==> src/rtl/rtc_snapshot.sv <==
`timescale 1ns/1ps
// Converts each new BCD RTC reading into validated binary fields, committed atomically,
// with a free-running millisecond sub-counter and a staleness flag.
//
// state    | meaning
// S_IDLE   | waiting for a rising edge of tick
// S_CONV   | converting one BCD field per cycle into staging (SS..YY)
// S_COMMIT | publishing staging to outputs, or rejecting the snapshot
module rtc_snapshot #(
  parameter int CLK_HZ = 25000000
) (
  input  logic        clk,
  input  logic        reset,
  input  logic        tick,
  input  logic [55:0] datetime_i,
  output logic [6:0]  year,
  output logic [3:0]  month,
  output logic [4:0]  day,
  output logic [2:0]  weekday,
  output logic [4:0]  hour,
  output logic [5:0]  minute,
  output logic [5:0]  second,
  output logic [9:0]  millis,
  output logic        valid,
  output logic        stale,
  output logic        update,
  output logic        bcd_err
);

  localparam int PRE = (CLK_HZ / 1000 > 0) ? CLK_HZ / 1000 : 1;
  localparam int PRE_W = (PRE > 1) ? $clog2(PRE) : 1;
  localparam logic [PRE_W-1:0] PRE_MAX = PRE_W'(PRE - 1);
  localparam logic [31:0] STALE_TH = 32'(64'(CLK_HZ) * 2);

  typedef enum logic [1:0] {S_IDLE, S_CONV, S_COMMIT} state_t;

  state_t state_q, state_d;
  logic tick_q, tick_d;
  logic [55:0] shadow_q, shadow_d;
  logic [2:0] field_idx_q, field_idx_d;
  logic err_acc_q, err_acc_d;
  logic [5:0] stg_ss_q, stg_ss_d, stg_mi_q, stg_mi_d;
  logic [4:0] stg_hh_q, stg_hh_d, stg_dd_q, stg_dd_d;
  logic [2:0] stg_wd_q, stg_wd_d;
  logic [3:0] stg_mo_q, stg_mo_d;
  logic [6:0] stg_yy_q, stg_yy_d;
  logic [6:0] year_q, year_d;
  logic [3:0] month_q, month_d;
  logic [4:0] day_q, day_d, hour_q, hour_d;
  logic [2:0] weekday_q, weekday_d;
  logic [5:0] minute_q, minute_d, second_q, second_d;
  logic [9:0] millis_q, millis_d;
  logic valid_q, valid_d, update_q, update_d, bcd_err_q, bcd_err_d;
  logic [PRE_W-1:0] pre_q, pre_d;
  logic [31:0] stale_cnt_q, stale_cnt_d;

  logic [7:0] raw, conv, lim_lo, lim_hi;
  logic [3:0] hi, lo;
  logic conv_err;

  // Field select with the control bits (ST, 12/24, LPYR) masked off before conversion.
  always_comb begin
    raw    = '0;
    lim_lo = 8'd0;
    lim_hi = 8'd99;
    case (field_idx_q)
      3'd0: begin raw = shadow_q[7:0]   & 8'h7f; lim_hi = 8'd59; end
      3'd1: begin raw = shadow_q[15:8]  & 8'h7f; lim_hi = 8'd59; end
      3'd2: begin raw = shadow_q[23:16] & 8'h3f; lim_hi = 8'd23; end
      3'd3: begin raw = shadow_q[31:24] & 8'h07; lim_lo = 8'd1; lim_hi = 8'd7; end
      3'd4: begin raw = shadow_q[39:32] & 8'h3f; lim_lo = 8'd1; lim_hi = 8'd31; end
      3'd5: begin raw = shadow_q[47:40] & 8'h1f; lim_lo = 8'd1; lim_hi = 8'd12; end
      default: begin raw = shadow_q[55:48]; lim_hi = 8'd99; end
    endcase
    hi = raw[7:4];
    lo = raw[3:0];
    conv = {1'b0, hi, 3'b000} + {3'b000, hi, 1'b0} + {4'b0000, lo};
    conv_err = (hi > 4'd9) | (lo > 4'd9) | (conv < lim_lo) | (conv > lim_hi);
  end

  always_comb begin
    state_d     = state_q;
    tick_d      = tick;
    shadow_d    = shadow_q;
    field_idx_d = field_idx_q;
    err_acc_d   = err_acc_q;
    stg_ss_d    = stg_ss_q;
    stg_mi_d    = stg_mi_q;
    stg_hh_d    = stg_hh_q;
    stg_wd_d    = stg_wd_q;
    stg_dd_d    = stg_dd_q;
    stg_mo_d    = stg_mo_q;
    stg_yy_d    = stg_yy_q;
    year_d      = year_q;
    month_d     = month_q;
    day_d       = day_q;
    weekday_d   = weekday_q;
    hour_d      = hour_q;
    minute_d    = minute_q;
    second_d    = second_q;
    millis_d    = millis_q;
    valid_d     = valid_q;
    update_d    = 1'b0;
    bcd_err_d   = 1'b0;
    pre_d       = pre_q + 1'b1;
    stale_cnt_d = stale_cnt_q;

    if (pre_q == PRE_MAX) begin
      pre_d = '0;
      if (millis_q != 10'd999) millis_d = millis_q + 10'd1;
    end
    if (stale_cnt_q != 32'hffff_ffff) stale_cnt_d = stale_cnt_q + 32'd1;

    case (state_q)
      S_IDLE: begin
        if (tick && !tick_q) begin
          shadow_d    = datetime_i;
          field_idx_d = 3'd0;
          err_acc_d   = 1'b0;
          state_d     = S_CONV;
        end
      end
      S_CONV: begin
        err_acc_d = err_acc_q | conv_err;
        case (field_idx_q)
          3'd0: stg_ss_d = conv[5:0];
          3'd1: stg_mi_d = conv[5:0];
          3'd2: stg_hh_d = conv[4:0];
          3'd3: stg_wd_d = conv[2:0];
          3'd4: stg_dd_d = conv[4:0];
          3'd5: stg_mo_d = conv[3:0];
          default: stg_yy_d = conv[6:0];
        endcase
        if (field_idx_q == 3'd6) state_d = S_COMMIT;
        else field_idx_d = field_idx_q + 3'd1;
      end
      S_COMMIT: begin
        state_d = S_IDLE;
        if (!err_acc_q) begin
          second_d    = stg_ss_q;
          minute_d    = stg_mi_q;
          hour_d      = stg_hh_q;
          weekday_d   = stg_wd_q;
          day_d       = stg_dd_q;
          month_d     = stg_mo_q;
          year_d      = stg_yy_q;
          update_d    = 1'b1;
          valid_d     = 1'b1;
          millis_d    = '0;
          pre_d       = '0;
          stale_cnt_d = '0;
        end else begin
          bcd_err_d = 1'b1;
        end
      end
      default: state_d = S_IDLE;
    endcase
  end

  always_ff @(posedge clk) begin
    if (reset) begin
      state_q     <= S_IDLE;
      tick_q      <= 1'b0;
      shadow_q    <= '0;
      field_idx_q <= '0;
      err_acc_q   <= 1'b0;
      stg_ss_q    <= '0;
      stg_mi_q    <= '0;
      stg_hh_q    <= '0;
      stg_wd_q    <= '0;
      stg_dd_q    <= '0;
      stg_mo_q    <= '0;
      stg_yy_q    <= '0;
      year_q      <= '0;
      month_q     <= '0;
      day_q       <= '0;
      weekday_q   <= '0;
      hour_q      <= '0;
      minute_q    <= '0;
      second_q    <= '0;
      millis_q    <= '0;
      valid_q     <= 1'b0;
      update_q    <= 1'b0;
      bcd_err_q   <= 1'b0;
      pre_q       <= '0;
      stale_cnt_q <= '0;
    end else begin
      state_q     <= state_d;
      tick_q      <= tick_d;
      shadow_q    <= shadow_d;
      field_idx_q <= field_idx_d;
      err_acc_q   <= err_acc_d;
      stg_ss_q    <= stg_ss_d;
      stg_mi_q    <= stg_mi_d;
      stg_hh_q    <= stg_hh_d;
      stg_wd_q    <= stg_wd_d;
      stg_dd_q    <= stg_dd_d;
      stg_mo_q    <= stg_mo_d;
      stg_yy_q    <= stg_yy_d;
      year_q      <= year_d;
      month_q     <= month_d;
      day_q       <= day_d;
      weekday_q   <= weekday_d;
      hour_q      <= hour_d;
      minute_q    <= minute_d;
      second_q    <= second_d;
      millis_q    <= millis_d;
      valid_q     <= valid_d;
      update_q    <= update_d;
      bcd_err_q   <= bcd_err_d;
      pre_q       <= pre_d;
      stale_cnt_q <= stale_cnt_d;
    end
  end

  assign year    = year_q;
  assign month   = month_q;
  assign day     = day_q;
  assign weekday = weekday_q;
  assign hour    = hour_q;
  assign minute  = minute_q;
  assign second  = second_q;
  assign millis  = millis_q;
  assign valid   = valid_q;
  assign stale   = (stale_cnt_q >= STALE_TH);
  assign update  = update_q;
  assign bcd_err = bcd_err_q;

endmodule

==> config.mk <==
export PLATFORM = sky130hd
export DESIGN_NAME = rtc_snapshot
export DESIGN_NICKNAME = d
export VERILOG_FILES = /design/src/rtl/rtc_snapshot.sv
export SDC_FILE = /design/constraint.sdc
export NUM_CORES = 1
export LEC_CHECK = 0
export BUFFER_PORTS_ARGS = -buffer_cell sky130_fd_sc_hd__buf_2
export CORE_AREA = 8 8 122 146
export DETAILED_ROUTE_END_ITERATION = 16
export DIE_AREA = 0 0 130 154
export PLACE_DENSITY = 0.71
export SETUP_SLACK_MARGIN = 0.2
export SLEW_MARGIN = 30
export SYNTH_ARGS = -nofsm -noshare
export SYNTH_HDL_FRONTEND = slang
export SYNTH_SLANG_ARGS = --single-unit
==> constraint.sdc <==
create_clock -name clk -period 8.8 [get_ports clk]
set_input_delay 0 -clock clk [delete_from_list [all_inputs] [get_ports clk]]
set_output_delay 0 -clock clk [all_outputs]
set_load 0.01 [all_outputs]
==> results.py, run 1 <==
metrics = {
    "run_status": {
        "outcome": "complete, no violations",
    },
    "setup_path": {
        "crit_path_start_kind": "flop",
        "slowest_stage": "sky130_fd_sc_hd__dfxtp_1",
        "critPathRequiredTime_ns": 9.12,
        "cp_max_stage_delay_ns": 0.87,
        "timing_worst_setup_path_type": "flop to flop",
        "worstPathMaxFanout": 26,
        "end_kind": "flop",
        "worst_path_dominant_cell_family": "adder cells",
        "critical_path_buf_inv_count": 3,
        "worst-endpoint-arrival_ns": 5.68,
        "crit_chain": "inv_1, ha_1, nor3_4, a221o_1, inv_1, fa_1, inv_1, ha_1, a211oi_1, nor2_1, and2_1, nor2_1, ha_1, a211oi_1, o221ai_1, a21oi_1, o211ai_1, o21a_1",
    },
    "global_route": {
        "grt_pass1_wl_um": 30800,
        "gr-total-overflow": 0,
        "antenna_found_initial": 0,
        "grt_start_max_net_pins": 89,
        "number_of_global_route_vias_before_repair": 6447,
        "global_route.usage.total_pct": 18.8,
    },
    "route": {
        "via_to_cell_ratio": 5.34,
        "routed_wirelength_normalized_by_instance_count_um": 15.0,
        "drt.antenna.violating_nets": 0,
        "vias": 6409,
        "drc": 0,
        "route.final.wire_length_um": 18000,
        "first_iter_violations": 441,
        "dr.pass1.iters": 5,
    },
    "min_path": {
        "hp-class": "input port to flop",
    },
    "run": {
        "cap_violations": 0,
    },
    "cells_and_area": {
        "area.growth.synth_to_final_pct": 20.6,
        "n_antenna_cell": 0,
        "num-nets-final": 1063,
        "post_route_cells_drive_above_1_share_pct": 15.3,
        "finish.instance_area_um2": 9300,
    },
    "synthesis": {
        "synth_top_area_share_pct": 47.0,
        "ys_seq_elements": 181,
        "postSynth.asyncResetShare_pct": 0,
        "yosys-top-cells-area": "sky130_fd_sc_hd__dfxtp_1 47%, sky130_fd_sc_hd__nand2_1 6.3%, sky130_fd_sc_hd__nor2_1 5.3%",
        "yosys.cell_count.top_type": "sky130_fd_sc_hd__dfxtp_1",
        "synthDominantAreaCellType": "sky130_fd_sc_hd__dfxtp_1",
        "synth_commonest_cells": "181 x sky130_fd_sc_hd__dfxtp_1, 130 x sky130_fd_sc_hd__nand2_1, 109 x sky130_fd_sc_hd__nor2_1",
        "yosysWarnings": 0,
        "dominant_register_cell_in_the_synthesized_netlist": "sky130_fd_sc_hd__dfxtp_1",
        "synth_nets": 952,
        "number_of_enable_flip_flop_cells_after_synthesis": 0,
        "distinct_cells_synth": 59,
        "synth_area_um2": 7710,
        "synth_sequential_area_ratio_pct": 47.0,
        "synth_cells": 868,
        "syn_avg_cell_area_um2": 8.88,
    },
    "sta": {
        "final_hold_viol_count": 0,
        "totalNegativeSetupSlack_ns": 0,
        "worstMarginPinSlew_ns": 0.938,
        "fmaxAchievable_mhz": 187,
        "finalCriticalPeriod_ns": 5.35,
        "worst_slack_ns": 3.45,
        "fin_worst_skew_ns": 0.0109,
        "finalSetupViolCount": 0,
        "period_share_pct": 60.8,
        "rsz0062_at_grt": "false",
        "final-max-slew-violation-count": 0,
        "worst_slew_margin_rel_pct": 37.5,
    },
    "pwr": {
        "static-leakage-power_uw": 0.00378,
        "vdd_drop_max_mv": 0.138,
        "p_per_area_nw_per_um2": 188,
    },
    "clock_network": {
        "post_cts.repair.setup_buffers": 0,
        "cts_num_sinks": 181,
        "postCtsResizedCells": 0,
        "clk_path_buf_depth": 2,
        "cts_buffers": 17,
        "tritoncts": "done",
        "ctsRootBufferMaster": "sky130_fd_sc_hd__clkbuf_16",
        "clock_latency_ns": 0.43,
        "clkTransAtPathRegs_ns": 0.07,
        "cts-hold-fix-buffers": 43,
        "total_number_of_h_tree_levels": 4,
    },
    "placement": {
        "gp_congestion": 0.844,
        "numPortBuffers": 94,
        "dp_hpwl_um": 12000,
        "dpl_cell_area_um2": 8290,
        "placement.setup.worst_slack_ns": 3.50,
    },
    "floorplan": {
        "placeableCoreArea_um2": 15500,
        "num_io_pins": 109,
        "core.rowCount": 50,
        "die-width_um": 130,
        "die_h_um": 154,
        "die_outline_area_um2": 20000,
        "floorplan.initialDensity_pct": 49.9,
    },
}
==> layout make-up <==
cell class	instances	area, um2
Fill cell	1379	6150
Multi-Input combinational cell	616	3820
Sequential cell	181	3620
Timing Repair Buffer	142	938
Clock buffer	20	447
Tap cell	208	260
Clock inverter	12	131
Inverter	21	78.8
==> tightest hold or removal path, stage by stage <==
cell and delay, ns:
sky130_fd_sc_hd__buf_2 0.10, sky130_fd_sc_hd__buf_4 0.36, sky130_fd_sc_hd__nor2_1 0.18
==> sequential cells by signal, summed over array words and instances (netlist names), 2 cells and up <==
register and cells:
millis 10, hour 5, field_idx_q 3, stg_wd_q 3, minute 6, stg_mo_q 4
state_q 2, stg_dd_q 5, second 6, month 4, weekday 3, day 5
pre_q 15, stg_hh_q 5, stg_yy_q 7, shadow_q 42, year 7, stale_cnt_q 32
stg_ss_q 6, stg_mi_q 6
==> layout by cell type, fill, tap and decap left out, types with 3 or more instances in the layout <==
cell / netlist / final
sky130_fd_sc_hd__xnor2_1: 17 / 17
sky130_fd_sc_hd__a21oi_1: 71 / 71
sky130_fd_sc_hd__nand4_1: 21 / 21
sky130_fd_sc_hd__nor3_1: 6 / 5
sky130_fd_sc_hd__clkinv_4: 0 / 3
sky130_fd_sc_hd__a21o_1: 3 / 3
sky130_fd_sc_hd__nand2_1: 130 / 130
sky130_fd_sc_hd__nor3_2: 3 / 4
sky130_fd_sc_hd__buf_2: 3 / 94
sky130_fd_sc_hd__mux2i_1: 25 / 25
sky130_fd_sc_hd__ha_1: 23 / 23
sky130_fd_sc_hd__or4_1: 4 / 4
sky130_fd_sc_hd__a222oi_1: 6 / 6
sky130_fd_sc_hd__dfxtp_1: 181 / 181
sky130_fd_sc_hd__buf_4: 0 / 5
sky130_fd_sc_hd__and3_1: 13 / 13
sky130_fd_sc_hd__nand3_1: 30 / 30
sky130_fd_sc_hd__a22o_1: 38 / 38
sky130_fd_sc_hd__clkinvlp_4: 0 / 4
sky130_fd_sc_hd__a211oi_1: 7 / 7
sky130_fd_sc_hd__inv_1: 21 / 21
sky130_fd_sc_hd__clkbuf_16: 0 / 17
sky130_fd_sc_hd__o21a_1: 4 / 4
sky130_fd_sc_hd__or2_2: 3 / 3
sky130_fd_sc_hd__nor2b_1: 4 / 4
sky130_fd_sc_hd__clkinv_2: 0 / 3
sky130_fd_sc_hd__and4_1: 8 / 8
sky130_fd_sc_hd__nor4_1: 6 / 6
sky130_fd_sc_hd__dlygate4sd3_1: 0 / 43
sky130_fd_sc_hd__o211ai_1: 3 / 3
sky130_fd_sc_hd__o21ai_0: 10 / 10
sky130_fd_sc_hd__nor2_1: 109 / 108
sky130_fd_sc_hd__or3_1: 6 / 6
sky130_fd_sc_hd__xor2_1: 30 / 30
==> cell families after synthesis <==
family,share of synthesized area (%)
compound gates,13.7
xor+xnor,5.34
fa+ha+maj,4.25
buf+inv,3.70
flops,47.0
mux,3.54
simple gates,22.5
==> power by group <==
group	switching, uW	total, uW	internal, uW
registers	11.9	849	837
logic	95.7	157	61.6
clock network	313	739	425
total	421	1740	1320
==> through the flow <==
stage	util, %	power [uW]	hold slack [ns]	instances
global placement	53.7	1010	0.243	1125
finish	60.2	1740	0.292	1200
detailed placement	53.7	1010	0.246	1125
CTS	60.2	1760	0.272	1200
floorplan	-	965	0.128	868
global route	60.2	1810	0.336	1200
==> path summary, 6_finish.rpt <==
| check | startpoint | endpoint | cells after the start | slack [ns] |
|---|---|---|---|---|
| worst max register to register | field_idx_q[2]$_SDFFE_PP0P_ | err_acc_q$_SDFFE_PP0P_ | 18 | 3.45 |
| worst min register to register | valid$_SDFFE_PP0P_ | valid$_SDFFE_PP0P_ | 1 | 0.45 |
| worst min-delay path | reset | stg_mi_q[1]$_SDFFE_PP0P_ | 3 | 0.29 |
| worst max-delay path | field_idx_q[2]$_SDFFE_PP0P_ | err_acc_q$_SDFFE_PP0P_ | 18 | 3.45 |
==> per-layer routing <==
| layer | part of all wire, % | vias up | GRT usage (%) |
|---|---|---|---|
| met4 | 2.3 | 0 | 7.65 |
| met5 | 0 | - | 0 |
| li1 | - | 3245 | - |
| met2 | 49 | 143 | 31.7 |
| met1 | 44 | 2988 | 22.7 |
| met3 | 4.6 | 33 | 4.08 |
Note: power is estimated with default switching activity, not from simulation.
==> inputs of run 2 (changes only) <==
==> constraint.sdc (replaced) <==
create_clock -name clk -period 5.5 [get_ports clk]
set_input_delay 0 -clock clk [delete_from_list [all_inputs] [get_ports clk]]
set_output_delay 0 -clock clk [all_outputs]
set_load 0.01 [all_outputs]
==> run 2 against run 1 <==
Against the previous run:
- total power grew 65%
- final cell count about the same
- combinational power up 61%
- sequential share of layout area down 0.28 points
- non-clock buffer count increased by 3
- first-iteration DRC count rose by 13%
- setup slack got worse by 2.8 ns
- sequential cell count is the same
- fmax up 11%
- register-to-register slack got worse by 2.8 ns
- clock-buffer cell count rose by 2
- critical endpoint unchanged
- largest power group unchanged
==> results.py, run 2 (same netlist as run 1, synthesis figures left out) <==
metrics = {
    "setup_path": {
        "worst-endpoint-arrival_ns": 5.14,
        "worstRegToRegCells": 19,
        "cp_max_stage_delay_ns": 0.53,
        "crit_start": "field_idx_q[1]$_SDFFE_PP0P_",
        "r2r_start": "field_idx_q[1]$_SDFFE_PP0P_",
        "path_depth": 19,
        "worstPathMaxFanout": 15,
        "r2r_end": "err_acc_q$_SDFFE_PP0P_",
        "crit_path_start_kind": "flop",
        "slowest_stage": "sky130_fd_sc_hd__fa_1",
        "critical_path_buf_inv_count": 3,
        "worst_path_dominant_cell_family": "adder cells",
        "reg2reg_setup_slack_ns": 0.67,
        "crit_chain": "inv_1, ha_1, or2_2, nor3_4, a221o_1, inv_1, fa_1, inv_1, ha_1, a211oi_1, nor2_1, and2_1, nor2_1, ha_1, a211oi_1, o221ai_1, a21oi_1, o211ai_1, o21a_1",
        "end_kind": "flop",
        "critPathRequiredTime_ns": 5.81,
        "timing_worst_setup_path_type": "flop to flop",
    },
    "route": {
        "drc": 0,
        "first_iter_violations": 497,
        "drt.antenna.violating_nets": 0,
        "route.final.wire_length_um": 18000,
        "routed_wirelength_normalized_by_instance_count_um": 15.0,
        "vias": 6346,
        "dr.pass1.iters": 5,
        "via_to_cell_ratio": 5.28,
    },
    "placement": {
        "gp_congestion": 0.919,
        "numPortBuffers": 94,
        "dp_hpwl_um": 12100,
    },
    "clock_network": {
        "post_cts.repair.setup_buffers": 0,
        "total_number_of_h_tree_levels": 4,
        "clkTransAtPathRegs_ns": 0.06,
        "clk_path_buf_depth": 2,
        "cts_buffers": 17,
        "cts_num_sinks": 181,
        "tritoncts": "done",
        "clock_latency_ns": 0.42,
        "ctsRootBufferMaster": "sky130_fd_sc_hd__clkbuf_16",
    },
    "global_route": {
        "gr-total-overflow": 0,
        "global_route.usage.total_pct": 18.4,
        "number_of_global_route_vias_before_repair": 6279,
        "antenna_found_initial": 0,
        "grt_start_max_net_pins": 89,
        "grt_pass1_wl_um": 29900,
    },
    "cells_and_area": {
        "largest_register_ffs": 42,
        "n_antenna_cell": 0,
        "largest-register": "shadow_q",
        "final_util_pct": 60.6,
        "post_route_cells_drive_above_1_share_pct": 15.4,
        "most_common_cell_after_layout_fill_and_taps_aside": "sky130_fd_sc_hd__dfxtp_1",
        "num-nets-final": 1066,
        "most-common-layout-cells": "181 x sky130_fd_sc_hd__dfxtp_1, 130 x sky130_fd_sc_hd__nand2_1, 108 x sky130_fd_sc_hd__nor2_1",
        "area.growth.synth_to_final_pct": 21.5,
        "largest_registers_ranked_by_flip_flop_count": "shadow_q: 42 flops, stale_cnt_q: 32 flops, pre_q: 15 flops",
    },
    "pwr": {
        "p_per_area_nw_per_um2": 308,
        "static-leakage-power_uw": 0.00383,
        "vdd_drop_max_mv": 0.228,
    },
    "sta": {
        "period_share_pct": 87.8,
        "worstMarginPinSlew_ns": 0.941,
        "finalSetupViolCount": 0,
        "totalNegativeSetupSlack_ns": 0,
        "worst_slew_margin_rel_pct": 37.3,
        "fmaxAchievable_mhz": 207,
        "rsz0062_at_grt": "false",
        "final-max-slew-violation-count": 0,
        "fin_worst_skew_ns": 0.00810,
        "finalCriticalPeriod_ns": 4.83,
        "worst_hold_slack_ns": 0.279,
        "final_hold_viol_count": 0,
    },
    "run_status": {
        "outcome": "complete, no violations",
    },
    "floorplan": {
        "num_io_pins": 109,
        "placeableCoreArea_um2": 15500,
        "floorplan.initialDensity_pct": 49.9,
        "die_h_um": 154,
        "die-width_um": 130,
        "die_outline_area_um2": 20000,
        "core.rowCount": 50,
    },
    "min_path": {
        "hp-class": "input port to flop",
        "whs_path_depth": 3,
        "holdPathEnd": "stg_mi_q[5]$_SDFFE_PP0P_",
        "min_from": "reset",
    },
    "run": {
        "cap_violations": 0,
    },
}
-- run 2: layout make-up --
class | instances | area (um2)
Timing Repair Buffer | 145 | 961
Tap cell | 208 | 260
Multi-Input combinational cell | 616 | 3820
Sequential cell | 181 | 3620
Clock buffer | 22 | 474
Clock inverter | 8 | 148
Fill cell | 1356 | 6090
Inverter | 21 | 78.8
-- run 2: worst max path at each step --
| stage | end | slack, ns |
|---|---|---|
| finish | err_acc_q$_SDFFE_PP0P_ | 0.67 |
| global route | err_acc_q$_SDFFE_PP0P_ | 0.27 |
| CTS | err_acc_q$_SDFFE_PP0P_ | 0.69 |
| detailed placement | err_acc_q$_SDFFE_PP0P_ | 0.71 |
| global placement | err_acc_q$_SDFFE_PP0P_ | 0.79 |
| floorplan | err_acc_q$_SDFFE_PP0P_ | 1.14 |
-- run 2: metal layers --
layer / vias up / GRT usage, % / routed length [um]
met4: 0 / 5.43 / 241
li1: 3250 / - / -
met3: 19 / 5.02 / 783
met2: 119 / 32.3 / 9170
met1: 2958 / 21.2 / 7820
met5: - / 0 / 0
-- run 2: timing repair --
action                                 4_1_cts  5_1_grt
endpoints found under the hold margin       43        0
hold buffers                                43        0
resized for setup                            0        0
setup endpoints to repair                    0        0
-- run 2: worst reg2reg max path, delay by kind of cell (launching register included) --
family	cells	cell delay, ns
compound gates	7	1.30
flops	1	0.37
fa+ha+maj	4	1.53
simple gates	5	1.31
buf+inv	3	0.21
-- run 2: metrics by stage --
stage          cells  setup slack (ns)  power [uW]  instance area [um2]
4_1_cts         1201             0.686        2910                 9370
6_report        1201             0.673        2880                 9370
3_5_place_dp    1128             0.714        1620                 8310
3_3_place_gp    1128             0.795        1610                 8310
2_1_floorplan    868              1.14        1540                 7710
5_1_grt         1201             0.268        2990                 9370
-- run 2: where the power goes --
part           internal (uW)  leakage [uW]  switching (uW)  total [uW]
Sequential              1340       0.00147            19.9        1360
Clock                    793      0.000306             479        1270
Combinational            100       0.00206             152         253
Total                   2230       0.00383             651        2880
==> inputs of run 3 (changes only) <==
--- a/config.mk
+++ b/config.mk
@@ -6,9 +6,9 @@
 export NUM_CORES = 1
 export LEC_CHECK = 0
 export BUFFER_PORTS_ARGS = -buffer_cell sky130_fd_sc_hd__buf_2
-export CORE_AREA = 8 8 122 146
+export CORE_AREA = 2 2 116 140
 export DETAILED_ROUTE_END_ITERATION = 16
-export DIE_AREA = 0 0 130 154
+export DIE_AREA = 0 0 118 142
 export PLACE_DENSITY = 0.71
 export SETUP_SLACK_MARGIN = 0.2
 export SLEW_MARGIN = 30
==> run 3 against run 2 <==
Against the previous run:
- sequential cell count is the same
- clock power fell by 3%
- final cell count up 0.33%
- first-iteration DRC count fell by 35%
- die area down 16%
- fmax is 0.22% higher
- highest routed layer unchanged
==> results.py, run 3 (same netlist as run 1, synthesis figures left out) <==
metrics = {
    "cells_and_area": {
        "n_antenna_cell": 0,
        "most-common-layout-cells": "181 x sky130_fd_sc_hd__dfxtp_1, 130 x sky130_fd_sc_hd__nand2_1, 108 x sky130_fd_sc_hd__nor2_1",
        "area.growth.synth_to_final_pct": 21.4,
        "final_util_pct": 60.6,
        "largest_registers_ranked_by_flip_flop_count": "shadow_q: 42 flops, stale_cnt_q: 32 flops, pre_q: 15 flops",
        "fillerInstances": 1341,
        "finish.instance_area_um2": 9360,
        "num-nets-final": 1068,
        "stdcell_count": 1205,
        "largest-register": "shadow_q",
        "post_route_cells_drive_above_1_share_pct": 15.9,
        "most_common_cell_after_layout_fill_and_taps_aside": "sky130_fd_sc_hd__dfxtp_1",
        "largest_register_ffs": 42,
    },
    "pwr": {
        "vdd_drop_max_mv": 0.235,
        "clkPwrFrac_pct": 43.3,
        "combinationalPowerShare_pct": 9.0,
        "total_switching_power_uw": 689,
        "power.switching_fraction_pct": 24.2,
        "p_per_area_nw_per_um2": 304,
        "static-leakage-power_uw": 0.00382,
        "pwr-share-seq_pct": 47.8,
        "power.internal_uw": 2160,
    },
    "setup_path": {
        "r2r_start": "field_idx_q[0]$_SDFFE_PP0P_",
        "slowest_stage": "sky130_fd_sc_hd__fa_1",
        "worst_path_dominant_cell_family": "adder cells",
        "worstRegToRegCells": 19,
        "crit_chain": "inv_1, ha_1, and2b_1, nor3_4, a221o_1, inv_1, fa_1, inv_1, ha_1, a211oi_1, nor2_1, and2_1, nor2_1, ha_1, a211oi_1, o221ai_1, a21oi_1, o211ai_1, o21a_1",
        "worstPathMaxFanout": 11,
        "worst-endpoint-arrival_ns": 5.14,
        "cp_max_stage_delay_ns": 0.52,
        "reg2reg_setup_slack_ns": 0.68,
        "critPathRequiredTime_ns": 5.82,
        "timing_worst_setup_path_type": "flop to flop",
        "critical_path_buf_inv_count": 3,
        "crit_path_start_kind": "flop",
        "end_kind": "flop",
        "r2r_end": "err_acc_q$_SDFFE_PP0P_",
    },
    "sta": {
        "period_share_pct": 87.6,
        "finalCriticalPeriod_ns": 4.82,
        "rsz0062_at_grt": "false",
        "final-max-slew-violation-count": 0,
        "final_hold_viol_count": 0,
        "fin_worst_skew_ns": 0.0117,
        "worstMarginPinSlew_ns": 0.895,
        "finalSetupViolCount": 0,
        "worst_slew_margin_rel_pct": 40.3,
        "fmaxAchievable_mhz": 208,
        "totalNegativeSetupSlack_ns": 0,
        "worst_hold_slack_ns": 0.142,
    },
    "min_path": {
        "hp-class": "input port to flop",
        "min_from": "reset",
        "whs_path_depth": 2,
        "holdPathEnd": "stg_dd_q[0]$_SDFFE_PP0P_",
    },
    "run": {
        "cap_violations": 0,
    },
    "floorplan": {
        "die-width_um": 118,
        "core.rowCount": 50,
        "floorplan.initialDensity_pct": 49.9,
        "die_outline_area_um2": 16800,
        "placeableCoreArea_um2": 15500,
        "num_io_pins": 109,
        "die_h_um": 142,
    },
    "route": {
        "via_to_cell_ratio": 5.34,
        "drt.antenna.violating_nets": 0,
        "first_iter_violations": 321,
        "drc": 0,
        "vias": 6436,
        "routed_wirelength_normalized_by_instance_count_um": 14.4,
        "route.final.wire_length_um": 17400,
        "dr.pass1.iters": 5,
    },
    "clock_network": {
        "postCtsResizedCells": 0,
        "cts_buffers": 17,
        "cts_num_sinks": 181,
        "clk_path_buf_depth": 2,
        "clock_latency_ns": 0.43,
        "tritoncts": "done",
        "clkTransAtPathRegs_ns": 0.06,
        "ctsRootBufferMaster": "sky130_fd_sc_hd__clkbuf_16",
        "total_number_of_h_tree_levels": 4,
    },
    "run_status": {
        "outcome": "complete, no violations",
    },
    "placement": {
        "dp_hpwl_um": 11500,
        "placedCellCount": 1130,
        "dpl_cell_area_um2": 8330,
        "numPortBuffers": 94,
        "gp_congestion": 0.843,
    },
    "global_route": {
        "gr-total-overflow": 0,
        "number_of_global_route_vias_before_repair": 6117,
        "antenna_found_initial": 0,
        "global_route.usage.total_pct": 21.3,
        "grt_pass1_wl_um": 29100,
        "grt_start_max_net_pins": 48,
    },
}
run 3: cell types whose count changed in the layout (fill, tap and decap cells not counted):
cell / change
sky130_fd_sc_hd__buf_4: +2
sky130_fd_sc_hd__bufinv_16: -1
sky130_fd_sc_hd__clkbuf_1: -2
sky130_fd_sc_hd__clkbuf_8: -3
sky130_fd_sc_hd__clkinv_2: +2
sky130_fd_sc_hd__clkinvlp_4: +3
sky130_fd_sc_hd__inv_6: +3
run 3: worst max-delay path by stage:
stage | from | end | slack, ns | depth (start not counted)
2_1_floorplan | field_idx_q[2]$_SDFFE_PP0P_ | err_acc_q$_SDFFE_PP0P_ | 1.14 | 20
3_3_place_gp | field_idx_q[0]$_SDFFE_PP0P_ | err_acc_q$_SDFFE_PP0P_ | 0.88 | 18
3_5_place_dp | field_idx_q[0]$_SDFFE_PP0P_ | err_acc_q$_SDFFE_PP0P_ | 0.74 | 19
4_1_cts | field_idx_q[0]$_SDFFE_PP0P_ | err_acc_q$_SDFFE_PP0P_ | 0.70 | 19
5_1_grt | field_idx_q[1]$_SDFFE_PP0P_ | err_acc_q$_SDFFE_PP0P_ | 0.27 | 19
6_report | field_idx_q[0]$_SDFFE_PP0P_ | err_acc_q$_SDFFE_PP0P_ | 0.68 | 19
run 3: cell type report:
class	count	area (um2)	area share, %
multi-input combinational	616	3820	40.8
sequential	181	3620	38.7
timing repair buffer	147	976	10.4
clock buffer	17	425	4.54
tap	208	260	2.78
clock inverter	15	176	1.88
inverter	21	78.8	0.842
run 3: power groups by stage:
stage                     Clock, uW  Combinational, uW  Sequential, uW
after global routing           1310                285            1360
after floorplan                   0                162            1380
final                          1230                256            1360
after global placement            0                225            1390
after detailed placement          0                229            1390
after CTS                      1260                254            1360
run 3: worst reg2reg max path, cell delays in order (launching register included):
cell and delay [ns]:
sky130_fd_sc_hd__dfxtp_1 0.40, sky130_fd_sc_hd__inv_1 0.08, sky130_fd_sc_hd__ha_1 0.34, sky130_fd_sc_hd__and2b_1 0.32
sky130_fd_sc_hd__nor3_4 0.35, sky130_fd_sc_hd__a221o_1 0.24, sky130_fd_sc_hd__inv_1 0.07, sky130_fd_sc_hd__fa_1 0.52
sky130_fd_sc_hd__inv_1 0.07, sky130_fd_sc_hd__ha_1 0.30, sky130_fd_sc_hd__a211oi_1 0.24, sky130_fd_sc_hd__nor2_1 0.09
sky130_fd_sc_hd__and2_1 0.17, sky130_fd_sc_hd__nor2_1 0.31, sky130_fd_sc_hd__ha_1 0.33, sky130_fd_sc_hd__a211oi_1 0.24
sky130_fd_sc_hd__o221ai_1 0.15, sky130_fd_sc_hd__a21oi_1 0.18, sky130_fd_sc_hd__o211ai_1 0.12, sky130_fd_sc_hd__o21a_1 0.20
run 3: per-stage QoR:
step	worst slack (ns)	total power, uW
final	0.683	2850
after global routing	0.270	2960
after detailed placement	0.737	1620
after global placement	0.877	1610
after CTS	0.696	2870
after floorplan	1.14	1540
run 3: metal layers:
metal	vias up	track usage, %	wire length (um)
met5	-	0	0
met4	0	8.88	423
met1	2999	26.1	7770
met3	29	4.77	648
met2	145	36.3	8550
li1	3263	-	-
run 3: what timing repair did:
action	4_1_cts	5_1_grt
endpoints found under the hold margin	43	0
hold buffers	43	0
buffers inserted	0	0
setup endpoints to repair	0	0
